### config.mk
export PLATFORM = sky130hd
export DESIGN_NAME = ex_alu_stage_flat
export DESIGN_NICKNAME = d
export VERILOG_FILES = /design/src/rtl/ex_alu_stage_pkg.sv /design/src/rtl/ex_alu_stage_if.sv /design/src/rtl/ex_alu_stage_alu_core.sv /design/src/rtl/ex_alu_stage.sv /design/src/flat_wrapper.sv
export SDC_FILE = /design/constraint.sdc
export NUM_CORES = 1
export LEC_CHECK = 0
export BUFFER_PORTS_ARGS = -buffer_cell sky130_fd_sc_hd__buf_2
export CAP_MARGIN = 30
export CELL_PAD_IN_SITES_DETAIL_PLACEMENT = 1
export CELL_PAD_IN_SITES_GLOBAL_PLACEMENT = 1
export CORE_MARGIN = 2
export CORE_UTILIZATION = 45
export CTS_CLUSTER_DIAMETER = 100
export DETAILED_ROUTE_END_ITERATION = 10
export HOLD_SLACK_MARGIN = 0.02
export PLACE_DENSITY_LB_ADDON = 0.25
export SYNTH_ARGS = -nofsm -noshare
export SYNTH_HDL_FRONTEND = slang
export SYNTH_HIERARCHICAL = 1
export SYNTH_SLANG_ARGS = --single-unit
### constraint.sdc
create_clock -name clk -period 4.65 [get_ports clk]
set_input_delay 1.395 -clock clk [delete_from_list [all_inputs] [get_ports clk]]
set_output_delay 1.395 -clock clk [all_outputs]
set_load 0.05 [all_outputs]
### src/rtl/ex_alu_stage_pkg.sv
// ----------------------------------------------------------------------------
// alu_pkg: shared definitions for the ex_alu_stage execute block.
//   - ALU operation codes (4-bit) as produced by the ALU control decoder
//   - Skid-buffer occupancy state encoding
//   - signed_ovf(): signed overflow detection for ADD/SUB
// Optional feature macro used elsewhere in this slice: ALU_OVERFLOW_TRAP_EN.
// ----------------------------------------------------------------------------
package alu_pkg;

    localparam logic [3:0] ALU_AND = 4'b0000;
    localparam logic [3:0] ALU_OR  = 4'b0001;
    localparam logic [3:0] ALU_ADD = 4'b0010;
    localparam logic [3:0] ALU_SUB = 4'b0110;
    localparam logic [3:0] ALU_SLT = 4'b0111;
    localparam logic [3:0] ALU_NOR = 4'b1100;

    typedef enum logic [1:0] {
        ST_EMPTY = 2'd0,
        ST_ONE   = 2'd1,
        ST_TWO   = 2'd2
    } state_t;

    // Overflow when the effective operand signs agree but the result sign
    // differs. For SUB the effective sign of b is inverted.
    function automatic logic signed_ovf(input logic is_sub, input logic a_msb,
                                        input logic b_msb, input logic r_msb);
        logic b_eff;
        b_eff = is_sub ? ~b_msb : b_msb;
        return (a_msb == b_eff) && (r_msb != a_msb);
    endfunction

endpackage

### src/rtl/ex_alu_stage_if.sv
// ----------------------------------------------------------------------------
// ex_alu_stage_if: valid/ready bus into and out of the execute stage.
//   Input side : in_valid, in_ready, in_alu_op, in_a, in_b, in_rd, in_reg_write
//   Output side: out_valid, out_ready, out_result, out_zero, out_rd,
//                out_reg_write, out_illegal, out_ovf (ALU_OVERFLOW_TRAP_EN only)
//   modport master: environment side (drives inputs, consumes results)
//   modport slave : the execute stage itself
// ----------------------------------------------------------------------------
interface ex_alu_stage_if #(
    parameter int DATA_W = 32,
    parameter int TAG_W  = 5
);
    logic              in_valid;
    logic              in_ready;
    logic [3:0]        in_alu_op;
    logic [DATA_W-1:0] in_a;
    logic [DATA_W-1:0] in_b;
    logic [TAG_W-1:0]  in_rd;
    logic              in_reg_write;

    logic              out_valid;
    logic              out_ready;
    logic [DATA_W-1:0] out_result;
    logic              out_zero;
    logic [TAG_W-1:0]  out_rd;
    logic              out_reg_write;
    logic              out_illegal;
`ifdef ALU_OVERFLOW_TRAP_EN
    logic              out_ovf;
`endif

    modport master (
`ifdef ALU_OVERFLOW_TRAP_EN
        input  out_ovf,
`endif
        output in_valid, in_alu_op, in_a, in_b, in_rd, in_reg_write, out_ready,
        input  in_ready, out_valid, out_result, out_zero, out_rd,
               out_reg_write, out_illegal
    );

    modport slave (
`ifdef ALU_OVERFLOW_TRAP_EN
        output out_ovf,
`endif
        input  in_valid, in_alu_op, in_a, in_b, in_rd, in_reg_write, out_ready,
        output in_ready, out_valid, out_result, out_zero, out_rd,
               out_reg_write, out_illegal
    );

endinterface

### src/rtl/ex_alu_stage_alu_core.sv
// ----------------------------------------------------------------------------
// alu_core: purely combinational ALU.
//   op_i      : 4-bit operation code
//   a_i, b_i  : operands
//   result_o  : result (0 for unknown codes)
//   illegal_o : op_i is not one of the defined codes
//   ovf_o     : signed overflow of ADD/SUB (ALU_OVERFLOW_TRAP_EN only)
// ----------------------------------------------------------------------------
module alu_core
    import alu_pkg::*;
#(
    parameter int DATA_W = 32
) (
    input  logic [3:0]        op_i,
    input  logic [DATA_W-1:0] a_i,
    input  logic [DATA_W-1:0] b_i,
`ifdef ALU_OVERFLOW_TRAP_EN
    output logic              ovf_o,
`endif
    output logic [DATA_W-1:0] result_o,
    output logic              illegal_o
);

    always_comb begin
        result_o  = '0;
        illegal_o = 1'b0;
        // Codes containing X/Z match no item and fall into the default arm.
        case (op_i)
            ALU_AND: result_o = a_i & b_i;
            ALU_OR:  result_o = a_i | b_i;
            ALU_ADD: result_o = a_i + b_i;
            ALU_SUB: result_o = a_i - b_i;
            ALU_SLT: result_o = {{(DATA_W-1){1'b0}}, ($signed(a_i) < $signed(b_i))};
            ALU_NOR: result_o = ~(a_i | b_i);
            default: illegal_o = 1'b1;
        endcase
    end

`ifdef ALU_OVERFLOW_TRAP_EN
    always_comb begin
        ovf_o = 1'b0;
        if (op_i == ALU_ADD || op_i == ALU_SUB) begin
            ovf_o = signed_ovf(op_i == ALU_SUB, a_i[DATA_W-1], b_i[DATA_W-1],
                               result_o[DATA_W-1]);
        end
    end
`endif

endmodule

### src/rtl/ex_alu_stage.sv
// ----------------------------------------------------------------------------
// ex_alu_stage: execute stage. Computes the ALU result on the input side and
// registers it into a one-entry output slot backed by a one-entry skid, so
// in_ready is a flop and never follows out_ready combinationally.
//   clk, rst_n : clock, asynchronous active-low reset
//   flush      : synchronous kill of all held entries (wins over transfers)
//   bus        : ex_alu_stage_if.slave (valid/ready in, valid/ready out)
// Optional: ALU_OVERFLOW_TRAP_EN adds out_ovf and suppresses write-back on
// signed ADD/SUB overflow.
//
//   state    | meaning
//   ST_EMPTY | output slot free, skid free
//   ST_ONE   | output slot full, skid free
//   ST_TWO   | output slot and skid full, in_ready low
// ----------------------------------------------------------------------------
module ex_alu_stage
    import alu_pkg::*;
#(
    parameter int DATA_W = 32,
    parameter int TAG_W  = 5
) (
    input  logic          clk,
    input  logic          rst_n,
    input  logic          flush,
    ex_alu_stage_if.slave bus
);

    logic [DATA_W-1:0] core_result;
    logic              core_illegal;
    logic              core_ovf;
    logic              new_zero;
    logic              new_rw;

    alu_core #(.DATA_W(DATA_W)) u_alu_core (
        .op_i      (bus.in_alu_op),
        .a_i       (bus.in_a),
        .b_i       (bus.in_b),
`ifdef ALU_OVERFLOW_TRAP_EN
        .ovf_o     (core_ovf),
`endif
        .result_o  (core_result),
        .illegal_o (core_illegal)
    );

`ifndef ALU_OVERFLOW_TRAP_EN
    assign core_ovf = 1'b0;
`endif

    assign new_zero = (core_result == '0);
    assign new_rw   = bus.in_reg_write & ~core_illegal & ~core_ovf;

    state_t            state_q;
    logic              in_ready_q;
    logic              out_valid_q;
    logic [DATA_W-1:0] res_q,  sk_res_q;
    logic              zero_q, sk_zero_q;
    logic [TAG_W-1:0]  rd_q,   sk_rd_q;
    logic              rw_q,   sk_rw_q;
    logic              ill_q,  sk_ill_q;
    logic              ovf_q,  sk_ovf_q;

    logic in_xfer;
    logic out_xfer;

    assign in_xfer  = bus.in_valid & in_ready_q;
    assign out_xfer = out_valid_q & bus.out_ready;

    always_ff @(posedge clk or negedge rst_n) begin
        if (!rst_n) begin
            state_q     <= ST_EMPTY;
            in_ready_q  <= 1'b1;
            out_valid_q <= 1'b0;
            res_q       <= '0;
            zero_q      <= 1'b0;
            rd_q        <= '0;
            rw_q        <= 1'b0;
            ill_q       <= 1'b0;
            ovf_q       <= 1'b0;
            sk_res_q    <= '0;
            sk_zero_q   <= 1'b0;
            sk_rd_q     <= '0;
            sk_rw_q     <= 1'b0;
            sk_ill_q    <= 1'b0;
            sk_ovf_q    <= 1'b0;
        end else if (flush) begin
            state_q     <= ST_EMPTY;
            in_ready_q  <= 1'b1;
            out_valid_q <= 1'b0;
        end else begin
            case (state_q)
                ST_EMPTY: begin
                    if (in_xfer) begin
                        state_q     <= ST_ONE;
                        out_valid_q <= 1'b1;
                        res_q       <= core_result;
                        zero_q      <= new_zero;
                        rd_q        <= bus.in_rd;
                        rw_q        <= new_rw;
                        ill_q       <= core_illegal;
                        ovf_q       <= core_ovf;
                    end
                end
                ST_ONE: begin
                    if (in_xfer && !out_xfer) begin
                        // Output slot is stalled: park the new beat in the skid.
                        state_q    <= ST_TWO;
                        in_ready_q <= 1'b0;
                        sk_res_q   <= core_result;
                        sk_zero_q  <= new_zero;
                        sk_rd_q    <= bus.in_rd;
                        sk_rw_q    <= new_rw;
                        sk_ill_q   <= core_illegal;
                        sk_ovf_q   <= core_ovf;
                    end else if (in_xfer && out_xfer) begin
                        res_q  <= core_result;
                        zero_q <= new_zero;
                        rd_q   <= bus.in_rd;
                        rw_q   <= new_rw;
                        ill_q  <= core_illegal;
                        ovf_q  <= core_ovf;
                    end else if (out_xfer) begin
                        state_q     <= ST_EMPTY;
                        out_valid_q <= 1'b0;
                    end
                end
                ST_TWO: begin
                    if (out_xfer) begin
                        state_q    <= ST_ONE;
                        in_ready_q <= 1'b1;
                        res_q      <= sk_res_q;
                        zero_q     <= sk_zero_q;
                        rd_q       <= sk_rd_q;
                        rw_q       <= sk_rw_q;
                        ill_q      <= sk_ill_q;
                        ovf_q      <= sk_ovf_q;
                    end
                end
                default: begin
                    state_q     <= ST_EMPTY;
                    in_ready_q  <= 1'b1;
                    out_valid_q <= 1'b0;
                end
            endcase
        end
    end

    assign bus.in_ready      = in_ready_q;
    assign bus.out_valid     = out_valid_q;
    assign bus.out_result    = res_q;
    assign bus.out_zero      = zero_q;
    assign bus.out_rd        = rd_q;
    assign bus.out_reg_write = rw_q;
    assign bus.out_illegal   = ill_q;
`ifdef ALU_OVERFLOW_TRAP_EN
    assign bus.out_ovf       = ovf_q;
`else
    // Skid/slot overflow flags are constant 0 in this build.
    logic unused_ovf;
    assign unused_ovf = ovf_q ^ sk_ovf_q;
`endif

endmodule

### src/flat_wrapper.sv
// flat-port wrapper written by rule: the top's interface ports become plain ports
module ex_alu_stage_flat import alu_pkg::*;
#(
    parameter int DATA_W = 32,
    parameter int TAG_W  = 5
)
  (clk, rst_n, flush, bus_in_valid, bus_in_alu_op, bus_in_a, bus_in_b, bus_in_rd, bus_in_reg_write, bus_out_ready, bus_in_ready, bus_out_valid, bus_out_result, bus_out_zero, bus_out_rd, bus_out_reg_write, bus_out_illegal);
  ex_alu_stage_if #(.DATA_W(DATA_W), .TAG_W(TAG_W)) bus_i ();
  input  logic clk;
  input  logic rst_n;
  input  logic flush;
  input wire logic [$bits(bus_i.in_valid)-1:0] bus_in_valid;
  input wire logic [$bits(bus_i.in_alu_op)-1:0] bus_in_alu_op;
  input wire logic [$bits(bus_i.in_a)-1:0] bus_in_a;
  input wire logic [$bits(bus_i.in_b)-1:0] bus_in_b;
  input wire logic [$bits(bus_i.in_rd)-1:0] bus_in_rd;
  input wire logic [$bits(bus_i.in_reg_write)-1:0] bus_in_reg_write;
  input wire logic [$bits(bus_i.out_ready)-1:0] bus_out_ready;
  output wire logic [$bits(bus_i.in_ready)-1:0] bus_in_ready;
  output wire logic [$bits(bus_i.out_valid)-1:0] bus_out_valid;
  output wire logic [$bits(bus_i.out_result)-1:0] bus_out_result;
  output wire logic [$bits(bus_i.out_zero)-1:0] bus_out_zero;
  output wire logic [$bits(bus_i.out_rd)-1:0] bus_out_rd;
  output wire logic [$bits(bus_i.out_reg_write)-1:0] bus_out_reg_write;
  output wire logic [$bits(bus_i.out_illegal)-1:0] bus_out_illegal;
  assign bus_i.in_valid = bus_in_valid;
  assign bus_i.in_alu_op = bus_in_alu_op;
  assign bus_i.in_a = bus_in_a;
  assign bus_i.in_b = bus_in_b;
  assign bus_i.in_rd = bus_in_rd;
  assign bus_i.in_reg_write = bus_in_reg_write;
  assign bus_i.out_ready = bus_out_ready;
  assign bus_in_ready = bus_i.in_ready;
  assign bus_out_valid = bus_i.out_valid;
  assign bus_out_result = bus_i.out_result;
  assign bus_out_zero = bus_i.out_zero;
  assign bus_out_rd = bus_i.out_rd;
  assign bus_out_reg_write = bus_i.out_reg_write;
  assign bus_out_illegal = bus_i.out_illegal;
  ex_alu_stage #(.DATA_W(DATA_W), .TAG_W(TAG_W)) u_core (.clk(clk), .rst_n(rst_n), .flush(flush), .bus(bus_i));
endmodule
; ---- Word level (Yosys, flattened, before mapping)
; Index checks and enable logic that the tools add are counted.
[word_totals]
register_bits = 84
inputBits = 79
output_inout_bits = 42
word_cells = 101
[classes]
n_addsub = 2
magnitude_cmp = 1
n_eq_ne = 21
n_mux = 44
bitwise_logic = 7
reduce_logical = 13
[ops]
columns = cell, n
row1 = 32-bit case mux with 6 select lines, 1
row2 = 32-bit two-way mux, 4
row3 = 32-bit case mux with 3 select lines, 1
row4 = 32-bit adder, 1
row5 = 32-bit AND, 1
row6 = 32-bit zero test, 1
row7 = 32-bit less-than comparator, 1
row8 = 32-bit NOT, 1
row9 = 32-bit bitwise OR, 1
row10 = 32-bit subtractor, 1
row11 = 1-bit two-way mux, 21
row12 = 5-bit two-way mux, 4
row13 = 1-bit case mux with 3 select lines, 5
row14 = 5-bit case mux with 3 select lines, 1
row15 = 2-bit two-way mux, 6
row16 = 3-bit by 2-bit inequality test with 1-bit output (second input constant), 4
row17 = 4-bit by 3-bit == test with 1-bit output (second input constant), 2
row18 = 2-bit by 1-bit inequality test with 1-bit output (second input constant), 3
row19 = 2-bit inequality test (second input constant), 3
row20 = 3-bit inequality test (second input constant), 2
row21 = 2-bit case mux with 3 select lines, 1
row22 = 3-bit AND reduction, 2
row23 = 6-bit AND reduction, 1
row24 = 6-bit OR reduction, 1
row25 = 16 further kinds, 19

; ---- Longest topological paths before layout
[logic_depth]
depth_word = 7
mapped_depth = 16
mapped_depth_nobuf = 16

; ---- Cells and area by module
; The synthesis kept the hierarchy.
[modules_own_cells]
columns = mod, n_inst, cells_each, area_each_um2, seq_area_each_um2
row1 = alu_core, 1, 768, 5139.9, 0.0
row2 = ex_alu_stage, 1, 303, 3671.0, 2103.3

; ---- Worst setup path after synthesis
; No wires, ideal clock.
[synth_path]
path_kind = in2reg
start = input port bus_in_a[0]
end = register u_core.zero_q, in the netlist u_core/bus.out_zero
setup_ns = 0.087
t_arrival_ns = 4.631
required_ns = 4.563
setup_slack_ns = -0.067
stages = 16
path_buffers = 0
cell_sequence = inv_1 -> ha_1 -> fa_1 -> nor3_1 -> o311ai_1 -> a311oi_1 -> o21ai_1 -> a21oi_1 -> o221ai_1 -> a221o_1 -> o21ai_1 -> nand2_1 -> nor4_1 -> nand2_1 -> or4_1 -> o211ai_1
[synth_via]
word_cells_on_any_way = 12
cone_classes = add/sub (2) / order compare (1) / mux (5) / bitwise (3) / reduce/logical (1)
[synth_rtl]
columns = item, line_no
row1 = start: declaration, flat_wrapper.sv:14  ; input wire logic [$bits(bus_i.in_a)-1:0] bus_in_a;
row2 = 32-bit subtractor or 32-bit adder (tied branches), "ex_alu_stage_alu_core.sv:32, ex_alu_stage_alu_core.sv:31"
row3 = 32-bit case mux with 6 select lines (*), ex_alu_stage_alu_core.sv:28  ; case (op_i)
row4 = net u_core.core_result[24], ex_alu_stage.sv:28  ; logic [DATA_W-1:0] core_result;
row5 = 32-bit zero test (*), ex_alu_stage.sv:49  ; assign new_zero = (core_result == '0);
row6 = 1-bit two-way mux, ex_alu_stage.sv:114  ; end else if (in_xfer && out_xfer) begin
row7 = 1-bit two-way mux, ex_alu_stage.sv:104  ; if (in_xfer && !out_xfer) begin
row8 = 1-bit case mux with 3 select lines (*), ex_alu_stage.sv:90  ; case (state_q)
row9 = end signal: assignment, ex_alu_stage.sv:96  ; zero_q <= new_zero;
row10 = end signal: assignment, ex_alu_stage.sv:116  ; zero_q <= new_zero;
row11 = end signal: assignment, ex_alu_stage.sv:131  ; zero_q <= sk_zero_q;
row12 = end: declaration, ex_alu_stage.sv:56  ; logic zero_q, sk_zero_q;
; Mark *: on every way through the listed nets, which the timed path passes. The rest lies on a longest branch. The select of a mux whose other input is x is not followed.
; A chain may end at the register's enable or synchronous reset.

; ---- Worst setup path after layout
[layout_path]
start = input port bus_in_b[2]
end = register u_core.zero_q, in the netlist u_core/bus.out_zero
[layout_via]
word_cells_on_any_way = 12
cone_classes = add/sub (2) / order compare (1) / mux (5) / bitwise (3) / reduce/logical (1)
[layout_rtl]
columns = item, line_no
row1 = start: declaration, flat_wrapper.sv:15  ; input wire logic [$bits(bus_i.in_b)-1:0] bus_in_b;
row2 = 32-bit subtractor or 32-bit adder (tied branches), "ex_alu_stage_alu_core.sv:32, ex_alu_stage_alu_core.sv:31"
row3 = 32-bit case mux with 6 select lines (*), ex_alu_stage_alu_core.sv:28
row4 = net u_core.core_result[31], ex_alu_stage.sv:28
row5 = 32-bit zero test (*), ex_alu_stage.sv:49
row6 = 1-bit two-way mux, ex_alu_stage.sv:114
row7 = 1-bit two-way mux, ex_alu_stage.sv:104
row8 = 1-bit case mux with 3 select lines (*), ex_alu_stage.sv:90
; Marks and branches as above.

==> metrics.csv <==
stage,metric,value,unit
critical_path,crit_arrival,5440,ps
worst_hold_path,hold_end,u_core/sk_res_q[30],
critical_path,worstSetupPathType,in2reg,
grt,grt_max_degree,69,
cells_and_area,syn2layout_area_growth,37.3,%
synth,synth-main-ff-cell,dfrtp_1,
cells_and_area,layout_commonest_cell,buf_4,
sta,setup_ws,-528,ps
sta,setup_violations,2,
grt,met2_usage,61.6,%
clock_tree,cts_tree,done,
critical_path,crit_fanout,3,
run_status,status,"finished, violations left",
power_and_ir_drop,p_leak,5.75,nW
critical_path,required,4910,ps
power_and_ir_drop,p_per_area,384,nW/um^2
routing,drc,0,
synth,synth_edf_count,0,
sta,hold_violations,0,
clock_tree,clock_sinks,84,
routing,drtAntennaViolNets,0,
sta,fmaxAchievable,193,MHz
cells_and_area,fin_cells,1640,
power_and_ir_drop,power.total,4.64,mW
synth,yosysWarnings,6,
placed_design,place_congestion,0.928,
synth,synth_fp_nets,1253,
die,initial_core_util,45.6,%
critical_path,rrSetupSlack,2340,ps
die,core_area,19300,sq um
placed_design,place_inst,1604,
cells_and_area,fin_util,62.6,%
sta,min_period,5180,ps
worst_hold_path,hold_path_class,reg2reg,
grt,grt.busiest_layer,met2,
grt,grt.total_usage,35.6,%
die,fp.dieW,144,microns
die,die-area,20700,sq um
placed_design,port_buffers,120,
sta,rsz0062_at_grt,yes,
routing,wire_per_inst,23.9,microns
sta,clock_skew,5.20,ps
synth,async_reset_ff_share,100,%
clock_tree,clockBufferDepth,2,
critical_path,r2r_cells,4,
routing,viasPerCell,6.35,
sta,drv_slew,0,
critical_path,cp_top_family,simple AND/OR/NAND/NOR gates,
sta,relSlewSlack,47.9,%
synth,ys_ff_latch,84,
clock_tree,worstSkewPairLatency,350,ps
routing,vias,10419,
routing,drtIter0Drc,1060,
critical_path,crit_path_end_kind,flip-flop,
worst_hold_path,whs_path_depth,1,
power_and_ir_drop,vdd_ir_drop_max,0.207,mV
worst_hold_path,worstHoldStart,u_core/sk_res_q[30],
critical_path,cp_slowest_stage_delay,550,ps
run_status,violations,setup timing,
grt,grt_pass1_vias,10618,
critical_path,worstReg2RegStart,u_core/state_q[1],
grt,antenna_found_initial,1,
critical_path,worstPathCellList,buf_2 > inv_1 > ha_1 > nor3_2 > o21ai_0 > nand4b_1 > a21oi_2 > o32a_2 > o21a_2 > o31a_4 > buf_4 > o21ai_1 > nand4b_1 > nor4_2 > nand2_1 > or4_4 > o211ai_1,
grt,met1_usage,42.7,%
flow_run,maxCapViolCount,0,
routing,firstDrtPassIters,5,
routing,wirelength,39.2,mm
sta,max_slew.worst_pin.slew,773,ps
synth,seq_area_frac_synth,23.9,%
cells_and_area,mostFrequentLayoutCells,"225 x buf_4, 147 x nor2_1, 115 x buf_2",
grt,met3_usage,5.43,%
clock_tree,path_clk_slew,70,ps
sta,period_share,111,%
die,io_pins,121,
grt,grt_pass1_wl,57.4,mm
clock_tree,cts.root.buffer_cell,clkbuf_16,
critical_path,crit_path_top_delay_cell,or4_4,
grt,grt.overflow.total,0,
clock_tree,numCtsBuffers,9,
critical_path,crit_path_frequent_cell,nand4b_1,
placed_design,hpwl,26.0,mm
die,num_rows,51,
clock_tree,htreeDepth,3,
synth,avgSynthCellArea,8.23,sq um
critical_path,reg2reg_to,u_core/bus.out_result[11],
cells_and_area,diodes,0,
critical_path,start_kind,input port,
synth,syn_area,8810,sq um
cells_and_area,drive_gt1_share,37.7,%
synth,synthCells,1071,
critical_path,critPathBufInv,3,
die,die_y,144,microns
cells_and_area,nets,1552,
synth,ys_types,91,
-- through the flow --
stage	setup slack, ps	TNS, ps	area (sq um)	hold WS (ps)
final	-528	-997	12100	514
after global routing	-579	-1110	12100	535
after CTS	-74.3	-74.3	11900	510
after detailed placement	-763	-2640	11200	496
after global placement	-640	-1560	11100	489
after floorplan	11.8	0	8830	480
-- layer usage --
| layer | share of wire (%) | vias up |
|---|---|---|
| met4 | 6.0 | 0 |
| met1 | 38 | 5112 |
| met5 | 0 | - |
| met2 | 48 | 607 |
| li1 | - | 4490 |
| met3 | 7.3 | 210 |
-- synthesized netlist by cell type, types with 5 or more instances --
cell	count	area, sq um
ha_1	101	1260
o221a_2	6	67.6
buf_1	5	18.8
buf_6	6	67.6
a211oi_1	7	52.6
a221o_1	5	50.1
nor3_1	16	80.1
buf_2	12	60.1
nand4_1	5	31.3
or2_2	5	31.3
mux2i_1	42	420
clkbuf_1	36	135
inv_1	96	360
o21ai_1	7	35.0
o21ai_0	45	225
o21bai_1	13	97.6
a221oi_1	42	368
nand3_1	15	75.1
a21oi_1	101	505
o21a_1	5	37.5
a21o_1	21	158
nor4_1	19	119
nand2b_1	6	37.5
nor2_1	149	559
mux2_2	38	428
o211ai_1	10	75.1
nand2_1	46	173
dfrtp_1	83	2080
nor2b_1	9	56.3
o22ai_1	17	106
-- worst max path at each step --
stage                                to  cells past startpoint         from  slack (ps)
floorplan           u_core/bus.out_zero                     16  bus_in_a[0]          10
global placement    u_core/bus.out_zero                     17  bus_in_a[0]        -640
detailed placement  u_core/bus.out_zero                     17  bus_in_a[0]        -760
CTS                 u_core/bus.out_zero                     17  bus_in_a[6]         -70
global route        u_core/bus.out_zero                     17  bus_in_a[2]        -580
finish              u_core/bus.out_zero                     17  bus_in_b[2]        -530
-- power breakdown --
part | switching (mW) | leakage [nW] | internal [mW] | total (mW)
sequential | 0.243 | 1.01 | 1.08 | 1.32
combinational | 1.66 | 4.59 | 0.867 | 2.52
clock | 0.311 | 0.152 | 0.488 | 0.798
total | 2.21 | 5.75 | 2.43 | 4.64
-- final cells by class --
| class | count | area, sq um |
|---|---|---|
| Timing Repair Buffer | 350 | 2430 |
| Sequential cell | 84 | 2100 |
| Fill cell | 2291 | 7240 |
| Tap cell | 265 | 332 |
| Multi-Input combinational cell | 829 | 6540 |
| Clock buffer | 11 | 243 |
| Clock inverter | 5 | 83.8 |
| Inverter | 96 | 365 |
-- state kept, by name, summed over array words and instances (netlist names) --
name and cells:
u_core/bus.out_valid 1, u_core/sk_rw_q 1, u_core/sk_ill_q 1, u_core/bus.out_rd 5, u_core/sk_res_q 32, u_core/bus.out_illegal 1, u_core/bus.out_zero 1, u_core/bus.out_reg_write 1
u_core/sk_zero_q 1, u_core/bus.out_result 32, u_core/sk_rd_q 5, u_core/state_q 2, u_core/bus.in_ready 1
-- logic make-up (layout without fill, tap and decap cells) --
| kind of cell | after synthesis | after routing | synth area share, % |
|---|---|---|---|
| fa+ha+maj | 103 | 103 | 14.8 |
| buf+inv | 158 | 462 | 7.48 |
| compound gates | 334 | 334 | 26.7 |
| simple gates | 310 | 310 | 17.3 |
| mux | 80 | 80 | 9.63 |
| flops | 84 | 84 | 23.9 |
| xor+xnor | 2 | 2 | 0.199 |
-- timing repair --
action                                  CTS  global route
pin swaps                                24            18
buffers inserted                         12             7
gates resized for setup                  62            39
cloned                                    0             0
hold buffers                              0             0
endpoints found under the setup margin    2             3
(Power assumes the default switching activity.)
